--- src/rtl/seg_pkg.sv ---
// Purpose: shared glyph codes and segment constants for the 7-segment scan driver.
// Latency: n/a (constants only).
// Backpressure: n/a.
package seg_pkg;

  // Glyph codes accepted on the per-digit code bus.
  localparam logic [4:0] GLYPH_ZERO   = 5'h00;
  localparam logic [4:0] GLYPH_DOT    = 5'h0A;
  localparam logic [4:0] GLYPH_B      = 5'h0B;
  localparam logic [4:0] GLYPH_C      = 5'h0C;
  localparam logic [4:0] GLYPH_D      = 5'h0D;
  localparam logic [4:0] GLYPH_HEX_E  = 5'h0E;
  localparam logic [4:0] GLYPH_BLANK  = 5'h0F;
  localparam logic [4:0] GLYPH_E      = 5'h10;
  localparam logic [4:0] GLYPH_R      = 5'h11;
  localparam logic [4:0] GLYPH_R_DOT  = 5'h12;
  localparam logic [4:0] GLYPH_T      = 5'h13;
  localparam logic [4:0] GLYPH_O      = 5'h14;
  localparam logic [4:0] GLYPH_U      = 5'h15;
  localparam logic [4:0] GLYPH_H      = 5'h16;
  localparam logic [4:0] GLYPH_D_ALT  = 5'h17;

  // Active-low segment pattern with every segment off, {dp,g,f,e,d,c,b,a}.
  localparam logic [7:0] SEG_BLANK = 8'hFF;

endpackage

--- src/rtl/seg_glyph_decode.sv ---
// Purpose: 5-bit glyph code to active-low 7-segment pattern; sole owner of the glyph table.
// Latency: combinational.
// Backpressure: none.
// Ports: code (glyph code in), pattern ({dp,g,f,e,d,c,b,a}, active low, out).
module seg_glyph_decode
  import seg_pkg::*;
(
  input  logic [4:0] code,
  output logic [7:0] pattern
);

  always_comb begin
    pattern = SEG_BLANK;
    case (code)
      5'h00:       pattern = 8'hC0;
      5'h01:       pattern = 8'hF9;
      5'h02:       pattern = 8'hA4;
      5'h03:       pattern = 8'hB0;
      5'h04:       pattern = 8'h99;
      5'h05:       pattern = 8'h92;
      5'h06:       pattern = 8'h82;
      5'h07:       pattern = 8'hF8;
      5'h08:       pattern = 8'h80;
      5'h09:       pattern = 8'h90;
      GLYPH_DOT:   pattern = 8'h7F;
      GLYPH_B:     pattern = 8'h83;
      GLYPH_C:     pattern = 8'hC6;
      GLYPH_D:     pattern = 8'hA1;
      GLYPH_HEX_E: pattern = 8'h86;
      GLYPH_BLANK: pattern = SEG_BLANK;
      GLYPH_E:     pattern = 8'h86;
      GLYPH_R:     pattern = 8'h8F;
      GLYPH_R_DOT: pattern = 8'h0F;
      GLYPH_T:     pattern = 8'h87;
      GLYPH_O:     pattern = 8'hA3;
      GLYPH_U:     pattern = 8'hE3;
      GLYPH_H:     pattern = 8'h89;
      GLYPH_D_ALT: pattern = 8'hA1;
      default:     pattern = SEG_BLANK;
    endcase
  end

endmodule

--- src/rtl/seg_scan_driver.sv ---
// Purpose: time-multiplexed N-digit common-anode 7-segment driver with per-frame input snapshot.
// Latency: an/seg registered one cycle after prescaler/index state; snapshot visible from slot 0 of its frame.
// Backpressure: none; enable=0 freezes counters and darkens the display.
// Ports: clk, reset (sync, active high), enable, codes (5b per digit), dp/blank/blink masks,
//        an (active-low anodes), seg (active-low {dp,g..a}), frame_start (snapshot pulse).
module seg_scan_driver
  import seg_pkg::*;
#(
  parameter int NUM_DIGITS   = 4,
  parameter int SCAN_DIV     = 100000,
  parameter int DEAD_CYC     = 2,
  parameter int BLINK_FRAMES = 250,
  parameter int LZ_SUPPRESS  = 0
) (
  input  logic                    clk,
  input  logic                    reset,
  input  logic                    enable,
  input  logic [5*NUM_DIGITS-1:0] codes,
  input  logic [NUM_DIGITS-1:0]   dp_mask,
  input  logic [NUM_DIGITS-1:0]   blank_mask,
  input  logic [NUM_DIGITS-1:0]   blink_mask,
  output logic [NUM_DIGITS-1:0]   an,
  output logic [7:0]              seg,
  output logic                    frame_start
);

  localparam int PW = $clog2(SCAN_DIV);
  localparam int IW = (NUM_DIGITS > 1) ? $clog2(NUM_DIGITS) : 1;
  localparam int BW = $clog2(BLINK_FRAMES + 1);

  localparam logic [PW-1:0]         PRE_LAST = PW'(SCAN_DIV - 1);
  localparam logic [PW-1:0]         PRE_DEAD = PW'(DEAD_CYC);
  localparam logic [IW-1:0]         IDX_LAST = IW'(NUM_DIGITS - 1);
  localparam logic [BW-1:0]         BLK_LAST = BW'(BLINK_FRAMES - 1);
  localparam logic [NUM_DIGITS-1:0] AN_ONE   = NUM_DIGITS'(1);

  logic [PW-1:0]         presc;
  logic [IW-1:0]         idx;
  logic [BW-1:0]         blk_cnt;
  logic                  blink_off;
  logic                  first_pending;   // no snapshot taken yet since reset

  logic [4:0]            sh_codes [NUM_DIGITS];
  logic [NUM_DIGITS-1:0] sh_dp;
  logic [NUM_DIGITS-1:0] sh_blank;
  logic [NUM_DIGITS-1:0] sh_blink;
  logic [NUM_DIGITS-1:0] sh_lz;

  logic [NUM_DIGITS-1:0] lz_next;
  logic                  leading;
  logic                  tick;
  logic                  wrap;
  logic                  visible;
  logic [7:0]            glyph;

  // Leading-zero mask of the incoming codes: a digit is suppressed only if it
  // and every digit above it are 0x00. Digit 0 always shows.
  always_comb begin
    lz_next = '0;
    leading = 1'b1;
    if (LZ_SUPPRESS != 0) begin
      for (int i = NUM_DIGITS - 1; i >= 1; i--) begin
        if (codes[5*i +: 5] != GLYPH_ZERO) leading = 1'b0;
        lz_next[i] = leading;
      end
    end
  end

  assign tick        = enable && (presc == PRE_LAST);
  assign wrap        = tick && (idx == IDX_LAST);
  assign frame_start = !reset && enable && (first_pending || wrap);

  assign visible = !sh_blank[idx] && !sh_lz[idx] && !(blink_off && sh_blink[idx])
                   && (presc >= PRE_DEAD);

  seg_glyph_decode u_decode (
    .code    (sh_codes[idx]),
    .pattern (glyph)
  );

  always_ff @(posedge clk) begin
    if (reset) begin
      presc         <= '0;
      idx           <= '0;
      blk_cnt       <= '0;
      blink_off     <= 1'b0;
      first_pending <= 1'b1;
      for (int i = 0; i < NUM_DIGITS; i++) sh_codes[i] <= GLYPH_BLANK;
      sh_dp         <= '0;
      sh_blank      <= '0;
      sh_blink      <= '0;
      sh_lz         <= '0;
      an            <= '1;
      seg           <= SEG_BLANK;
    end else begin
      if (frame_start) begin
        for (int i = 0; i < NUM_DIGITS; i++) sh_codes[i] <= codes[5*i +: 5];
        sh_dp         <= dp_mask;
        sh_blank      <= blank_mask;
        sh_blink      <= blink_mask;
        sh_lz         <= lz_next;
        first_pending <= 1'b0;
      end

      if (enable) begin
        if (tick) begin
          presc <= '0;
          idx   <= (idx == IDX_LAST) ? '0 : idx + IW'(1);
        end else begin
          presc <= presc + PW'(1);
        end

        if (wrap) begin
          if (blk_cnt == BLK_LAST) begin
            blk_cnt   <= '0;
            blink_off <= !blink_off;
          end else begin
            blk_cnt <= blk_cnt + BW'(1);
          end
        end
      end

      // Outputs follow the pre-edge counter state, giving the one-cycle lag.
      if (enable && visible) begin
        an  <= ~(AN_ONE << idx);
        seg <= glyph & ~{sh_dp[idx], 7'b0};
      end else begin
        an  <= '1;
        seg <= SEG_BLANK;
      end
    end
  end

endmodule

--- config.mk ---
export PLATFORM = sky130hd
export DESIGN_NAME = seg_scan_driver
export DESIGN_NICKNAME = d
export VERILOG_FILES = /design/src/rtl/seg_pkg.sv /design/src/rtl/seg_glyph_decode.sv /design/src/rtl/seg_scan_driver.sv
export SDC_FILE = /design/constraint.sdc
export NUM_CORES = 1
export LEC_CHECK = 0
export ABC_CLOCK_PERIOD_IN_PS = 2800
export CAP_MARGIN = 20
export CORE_UTILIZATION = 50
export CTS_CLUSTER_SIZE = 14
export DETAILED_ROUTE_END_ITERATION = 16
export GPL_ROUTABILITY_DRIVEN = 0
export GPL_TIMING_DRIVEN = 0
export HOLD_SLACK_MARGIN = 0.12
export PLACE_DENSITY = 0.72
export SYNTH_ARGS = -nofsm -noshare
export SYNTH_HDL_FRONTEND = slang
export SYNTH_SLANG_ARGS = --single-unit
--- constraint.sdc ---
create_clock -name clk -period 2.8 [get_ports clk]
set_input_delay 0.56 -clock clk [delete_from_list [all_inputs] [get_ports clk]]
set_output_delay 0.56 -clock clk [all_outputs]
set_load 0.01 [all_outputs]
After elaboration in Yosys (flattened, before gate mapping):

Memories as Yosys holds them, arrays and structs flattened. A register that Yosys moved wholly into a read port is not among the register bits.
Index checks and enable logic that the tools add are counted.

* bits in registers: 53
* bits in writable memories: 20
* ROM bits: 256
* bits of input ports: 35
* output and inout bits: 13
* memories: 2

Memory list
* (no name shown): depth 32, bits a word 8, rd ports 1, clocked after memory_dff 0, wr ports 0, line seg_glyph_decode.sv:14 `case (code)`
* sh_codes: depth 4, bits a word 5, rd ports 1, clocked after memory_dff 1, wr ports 4, line seg_scan_driver.sv:43 `logic [4:0] sh_codes [NUM_DIGITS];`

* add/sub/neg operators: 3
* $lt $le $gt $ge: 2
* equal/unequal tests: 3
* shifts and indexed selects: 1
* multiplexer cells: 22
* bitwise gates (word level): 8
* reduce and logical (&&, ||, !) cells: 19

Operators by type and width (count)
* 5-bit 2-to-1 mux: 4
* 17-bit by 1-bit adder with 17-bit output, second input constant: 1
* 17-bit equality test, second input constant: 1
* 17-bit by 2-bit >= comparator with 1-bit output, second input constant: 1
* 17-bit 2-to-1 mux: 1
* 1-bit logical AND: 9
* 1-bit 2-to-1 mux: 9
* 8-bit by 1-bit adder with 8-bit output, second input constant: 1
* 8-bit AND: 1
* 1-bit binary-select mux with 2-bit select: 4
* 8-bit equality test, second input constant: 1
* 8-bit 2-to-1 mux: 1
* 8-bit inverter: 1
* 2-bit 2-to-1 mux: 3
* 1-bit zero test: 5
* 4-bit inverter: 1
* 1-bit OR: 4
* 2-bit AND reduction: 2
* 1-bit by 2-bit << shifter with 4-bit output, first input constant: 1
* 2-bit by 3-bit < comparator with 1-bit output, second input constant: 1
* 3-bit AND reduction: 1
* 2-bit by 1-bit adder with 2-bit output, second input constant: 1
* 2-bit equality test, second input constant: 1
* 2-bit OR reduction: 1
* 2 further kinds: 2

Depth between registers and ports, before layout:

* depth after elaboration: 9
* depth in mapped cells: 9
* mapped depth without buffers: 8

Modules after synthesis:

A second synthesis with hierarchy kept.

* cells, all modules: 380
* area, all modules: 3797.4 µm²

Modules (own cells, without submodules)
* seg_scan_driver: instances 1, cells an instance 323, area an instance 3354.5 µm², sequential area each 1701.6 µm²
* seg_glyph_decode: instances 1, cells an instance 57, area an instance 442.9 µm², sequential area each 0.0 µm²

Worst setup path after synthesis:

Ideal clock, no wire load.

* path kind: in2reg
* start: in enable
* end: mem sh_codes[0][0] (enable)
* arrival: 2.222 ns
* data required time: 2.420 ns
* setup slack: 0.198 ns
* stages on the path: 5
* buffers on the path: 1
* cells stage by stage: clkbuf_1 > nand4_1 > nor4_1 > a32oi_1 > nand2b_1

RTL lines
* start: declaration: line seg_scan_driver.sv:17 `input logic enable,`
* end: declaration: line seg_scan_driver.sv:43

Final worst setup path:

* start: reg presc[11]
* end: out frame_start

* longest elaborated chain between the ends: 5

Ends and longest elaborated chain
* start: declaration: line seg_scan_driver.sv:37 `logic [PW-1:0] presc;`
* start signal: assignment: line seg_scan_driver.sv:110 `presc <= presc + PW'(1);`
* 17-bit equality test: line seg_scan_driver.sv:69 `assign tick = enable && (presc == PRE_LAST);`
* 1-bit logical AND: line seg_scan_driver.sv:69
* 1-bit logical AND: line seg_scan_driver.sv:70 `assign wrap = tick && (idx == IDX_LAST);`
* 1-bit logical OR: line seg_scan_driver.sv:71 `assign frame_start = !reset && enable && (first_pending || wrap);`
* 1-bit logical AND: line seg_scan_driver.sv:71
* end: declaration: line seg_scan_driver.sv:24 `output logic frame_start`

Every way passes these cells.

==> flow_summary.rst <==
.. list-table::
   :header-rows: 1

   * - Metric
     - Value
   * - Synthesized instance count
     - 359
   * - Detailed placer's ending HPWL
     - 5048 microns
   * - Required time reported for the critical path endpoint
     - 2240 ps
   * - Clock transition at the registers of the reported paths
     - 70 ps
   * - Met3 layer usage reported by global route
     - 0.05143
   * - Via-to-Cell Ratio
     - 5.362
   * - GR Util All Layers
     - 0.2119
   * - Worst Setup Start Kind
     - flip-flop
   * - Initial core utilization
     - 0.5231
   * - Number of enable flip-flop cells after synthesis
     - 20
   * - Global route hottest layer
     - met2
   * - Buffers added on ports
     - 46
   * - Flop2flop setup slack
     - 360 ps
   * - Leakage power of the design
     - 1.647 nW
   * - Largest stage delay, worst path
     - 550 ps
   * - GR met1 Demand/Resource
     - 0.2929
   * - First-pass detailed-route iteration total
     - 4
   * - End-of-flow core utilization
     - 0.6501
   * - DRC viols
     - 0
   * - Setup repair after global routing missed its margin
     - no
   * - Number of buffers created by CTS
     - 9
   * - Clock latency at the later pin of the worst-skew pair
     - 340 ps
   * - Share of layout cells above drive strength 1
     - 0.1362
   * - Final period util
     - 0.9393
   * - Actual transition at the worst max-transition pin
     - 531.6 ps
   * - Number of nets in the layout
     - 472
   * - Max-cap violations
     - 0
   * - Ant diodes
     - 0
   * - Total core area
     - 0.006869 sq mm
   * - Proportion of register bits with asynchronous set or reset after synthesis
     - 0
   * - Type of destination of the critical path
     - primary output
   * - Post-synth top flop
     - sky130_fd_sc_hd__dfxtp_1
   * - Result of the run
     - completed
   * - CTS sink count
     - 75
   * - Number of failing setup endpoints in the final timing report
     - 0
   * - DRT iter0 DRCs
     - 130
   * - Die Span Y
     - 86.78 microns
   * - Number of antenna violations at the first check in global routing
     - 0
   * - Routed via count
     - 2799
   * - Remaining global-route overflow
     - 0
   * - Count of buffer and inverter cells on the critical path
     - 2
   * - Final worst path period need
     - 2630 ps
   * - Largest net degree at the start of global routing
     - 21
   * - Clock Skew
     - 9.416 ps
   * - Wire length of the first global-routing pass
     - 12210 microns
   * - Post-synthesis cell type count
     - 49
   * - Power per cell area
     - 490.8 mW/mm^2
   * - Data arrival time at the worst-slack endpoint
     - 2070 ps
   * - Overall routed net length
     - 7340 microns
   * - Worst setup path category
     - flip-flop to primary output
   * - Worst slew margin relative to its limit
     - 0.6427
   * - Root Buffer
     - sky130_fd_sc_hd__clkbuf_8
   * - Cell Rows
     - 30
   * - Average cell area after synthesis
     - 10.01 sq um
   * - Yosys warnings
     - 0
   * - Worst-path maximum fanout
     - 3
   * - Met2 global-route usage
     - 0.3297
   * - Vias in the first global route
     - 2623
   * - Maximum clock frequency
     - 380.2 MHz
   * - Maximum level of the CTS H-tree
     - 3
   * - Final hold viol count
     - 0
   * - Width of the die
     - 86.78 microns
   * - Maximum count of clock buffers along a single path
     - 2
   * - Area growth from synthesis to layout
     - 24.27%
   * - Maximum vdd drop
     - 0.2729 mV
   * - Mapped Nets
     - 409
   * - Share of synthesized area occupied by flip-flops and latches
     - 0.4735
   * - Post-layout power
     - 0.002192 W
   * - Synthesis-stage register bit count
     - 75
   * - Largest delay contributor family on the critical path
     - simple AND/OR/NAND/NOR gates
   * - Final max-slew violation count
     - 0
   * - Hold Buf Count CTS
     - 0
   * - Worst-path cell chain
     - or4_4 > nor4_4 > a31oi_1 > nor3_2 > buf_4 > buf_2
   * - I/O pin total
     - 48
   * - DIE AREA
     - 0.007530 sq mm
   * - Average wire per standard cell
     - 14.06 microns
   * - Number of nets with antenna violations after routing
     - 0
   * - Cell type of the slowest stage on the worst timing path
     - sky130_fd_sc_hd__or4_4
   * - CTS tree
     - done
   * - Kind of path behind the tightest hold check
     - flip-flop to flip-flop
   * - Netlist Area Pre-Place
     - 0.003593 sq mm
## metal layers
layer | vias to the layer above | wire (microns) | part of all wire
met1 | 1313 | 3460 | 0.47
li1 | 1400 | - | -
met4 | 0 | 68 | 0.0093
met2 | 80 | 3392 | 0.46
met5 | - | 0 | 0
met3 | 6 | 419 | 0.057
## repair_timing
| item | 4_1_cts | 5_1_grt |
|---|---|---|
| pin swaps | 4 | 4 |
| buffers inserted | 2 | 5 |
| endpoints found under the setup margin | 21 | 21 |
| gates resized for setup | 10 | 7 |
| hold endpoints to repair | 0 | 0 |
## placed cells by master (no fill, tap or decap), types with 3 or more instances in the layout
cell type	synthesis	layout
sky130_fd_sc_hd__nand2b_1	20	19
sky130_fd_sc_hd__nor3_1	9	8
sky130_fd_sc_hd__mux4_2	8	8
sky130_fd_sc_hd__xnor2_1	6	6
sky130_fd_sc_hd__nand4_1	8	8
sky130_fd_sc_hd__edfxtp_1	20	20
sky130_fd_sc_hd__nand3_1	7	7
sky130_fd_sc_hd__clkbuf_1	11	11
sky130_fd_sc_hd__or3_2	3	3
sky130_fd_sc_hd__and3_1	3	3
sky130_fd_sc_hd__buf_4	1	9
sky130_fd_sc_hd__nand2_1	31	31
sky130_fd_sc_hd__and2_1	5	5
sky130_fd_sc_hd__inv_1	12	12
sky130_fd_sc_hd__dfxtp_1	55	51
sky130_fd_sc_hd__a31oi_1	4	4
sky130_fd_sc_hd__a21oi_1	20	20
sky130_fd_sc_hd__mux2i_1	16	16
sky130_fd_sc_hd__o21ai_0	9	9
sky130_fd_sc_hd__dfxtp_2	0	3
sky130_fd_sc_hd__ha_1	15	13
sky130_fd_sc_hd__a21o_1	3	3
sky130_fd_sc_hd__xor2_1	8	8
sky130_fd_sc_hd__nor4_1	6	4
sky130_fd_sc_hd__buf_2	6	6
sky130_fd_sc_hd__clkbuf_8	0	12
sky130_fd_sc_hd__clkdlybuf4s50_1	0	45
sky130_fd_sc_hd__nor2_1	39	39
## final timing paths
check        cells after the start          end  startpoint
max                              6  frame_start   presc[11]
min                              1   blk_cnt[6]  blk_cnt[6]
max reg2reg                      5       seg[5]      idx[0]
min reg2reg                      1   blk_cnt[6]  blk_cnt[6]
## registers in the layout, indices dropped and copies added, names as in the netlist, named ones only
signal	cells
sh_codes	20
sh_blank	4
sh_blink	4
blink_off	1
presc	17
seg	8
first_pending	1
idx	2
an	4
sh_dp	4
blk_cnt	8
## layout make-up
cell class | instances | area, sq um
Timing Repair Buffer | 53 | 508.0
Multi-Input combinational cell | 254 | 1802
Buffer | 17 | 77.57
Clock buffer | 13 | 168.9
Inverter | 12 | 45.04
Clock inverter | 2 | 35.03
Sequential cell | 75 | 1709
Fill cell | 574 | 2404
Tap cell | 96 | 120.1
## stage by stage
step | instances | hold WS (ps) | TNS, ps | cell area [sq um] | setup slack [ps]
2_1_floorplan | 359 | 443.3 | 0 | 3593 | 198.4
3_3_place_gp | 501 | 462.2 | -6217 | 4174 | -612.8
3_5_place_dp | 501 | 482.1 | -8134 | 4174 | -718.6
4_1_cts | 518 | 493.6 | -128.6 | 4422 | -128.6
5_1_grt | 522 | 512.7 | 0 | 4466 | 20.53
6_report | 522 | 493.8 | 0 | 4466 | 169.9
## power breakdown
part | internal, W | total [W] | switching [W]
Combinational | 0.0000989 | 0.000187 | 0.0000880
Sequential | 0.00114 | 0.00115 | 0.0000127
Clock | 0.000479 | 0.000851 | 0.000372
Total | 0.00172 | 0.00219 | 0.000473
## cell usage after synthesis, drive strengths merged, types with 3 or more instances
master	count	area, sq um
a31oi	4	25.02
inv	12	45.04
a21oi	20	100.1
xor2	8	70.07
mux4	8	180.2
nand3	8	52.55
and3	4	26.28
nor2	39	146.4
nor3	9	45.04
nand2b	20	125.1
and2	6	38.79
ha	15	187.7
o21ai	9	45.04
or3	5	35.03
xnor2	6	52.55
nand2	31	116.4
dfxtp	55	1101
nor4	7	58.81
clkbuf	11	41.29
a21o	3	22.52
mux2i	16	160.2
nand4	8	50.05
buf	7	37.54
edfxtp	20	600.6
## cell families after synthesis
family / synth area share
buffers and inverters: 0.03447
xor gates and xnor gates: 0.03412
and+or+nand+nor: 0.2152
adders and majority gates: 0.05223
DFF: 0.4735
muxes: 0.09784
AOI/OAI and AO/OA: 0.09262
Power figures use the tool's default switching activity.
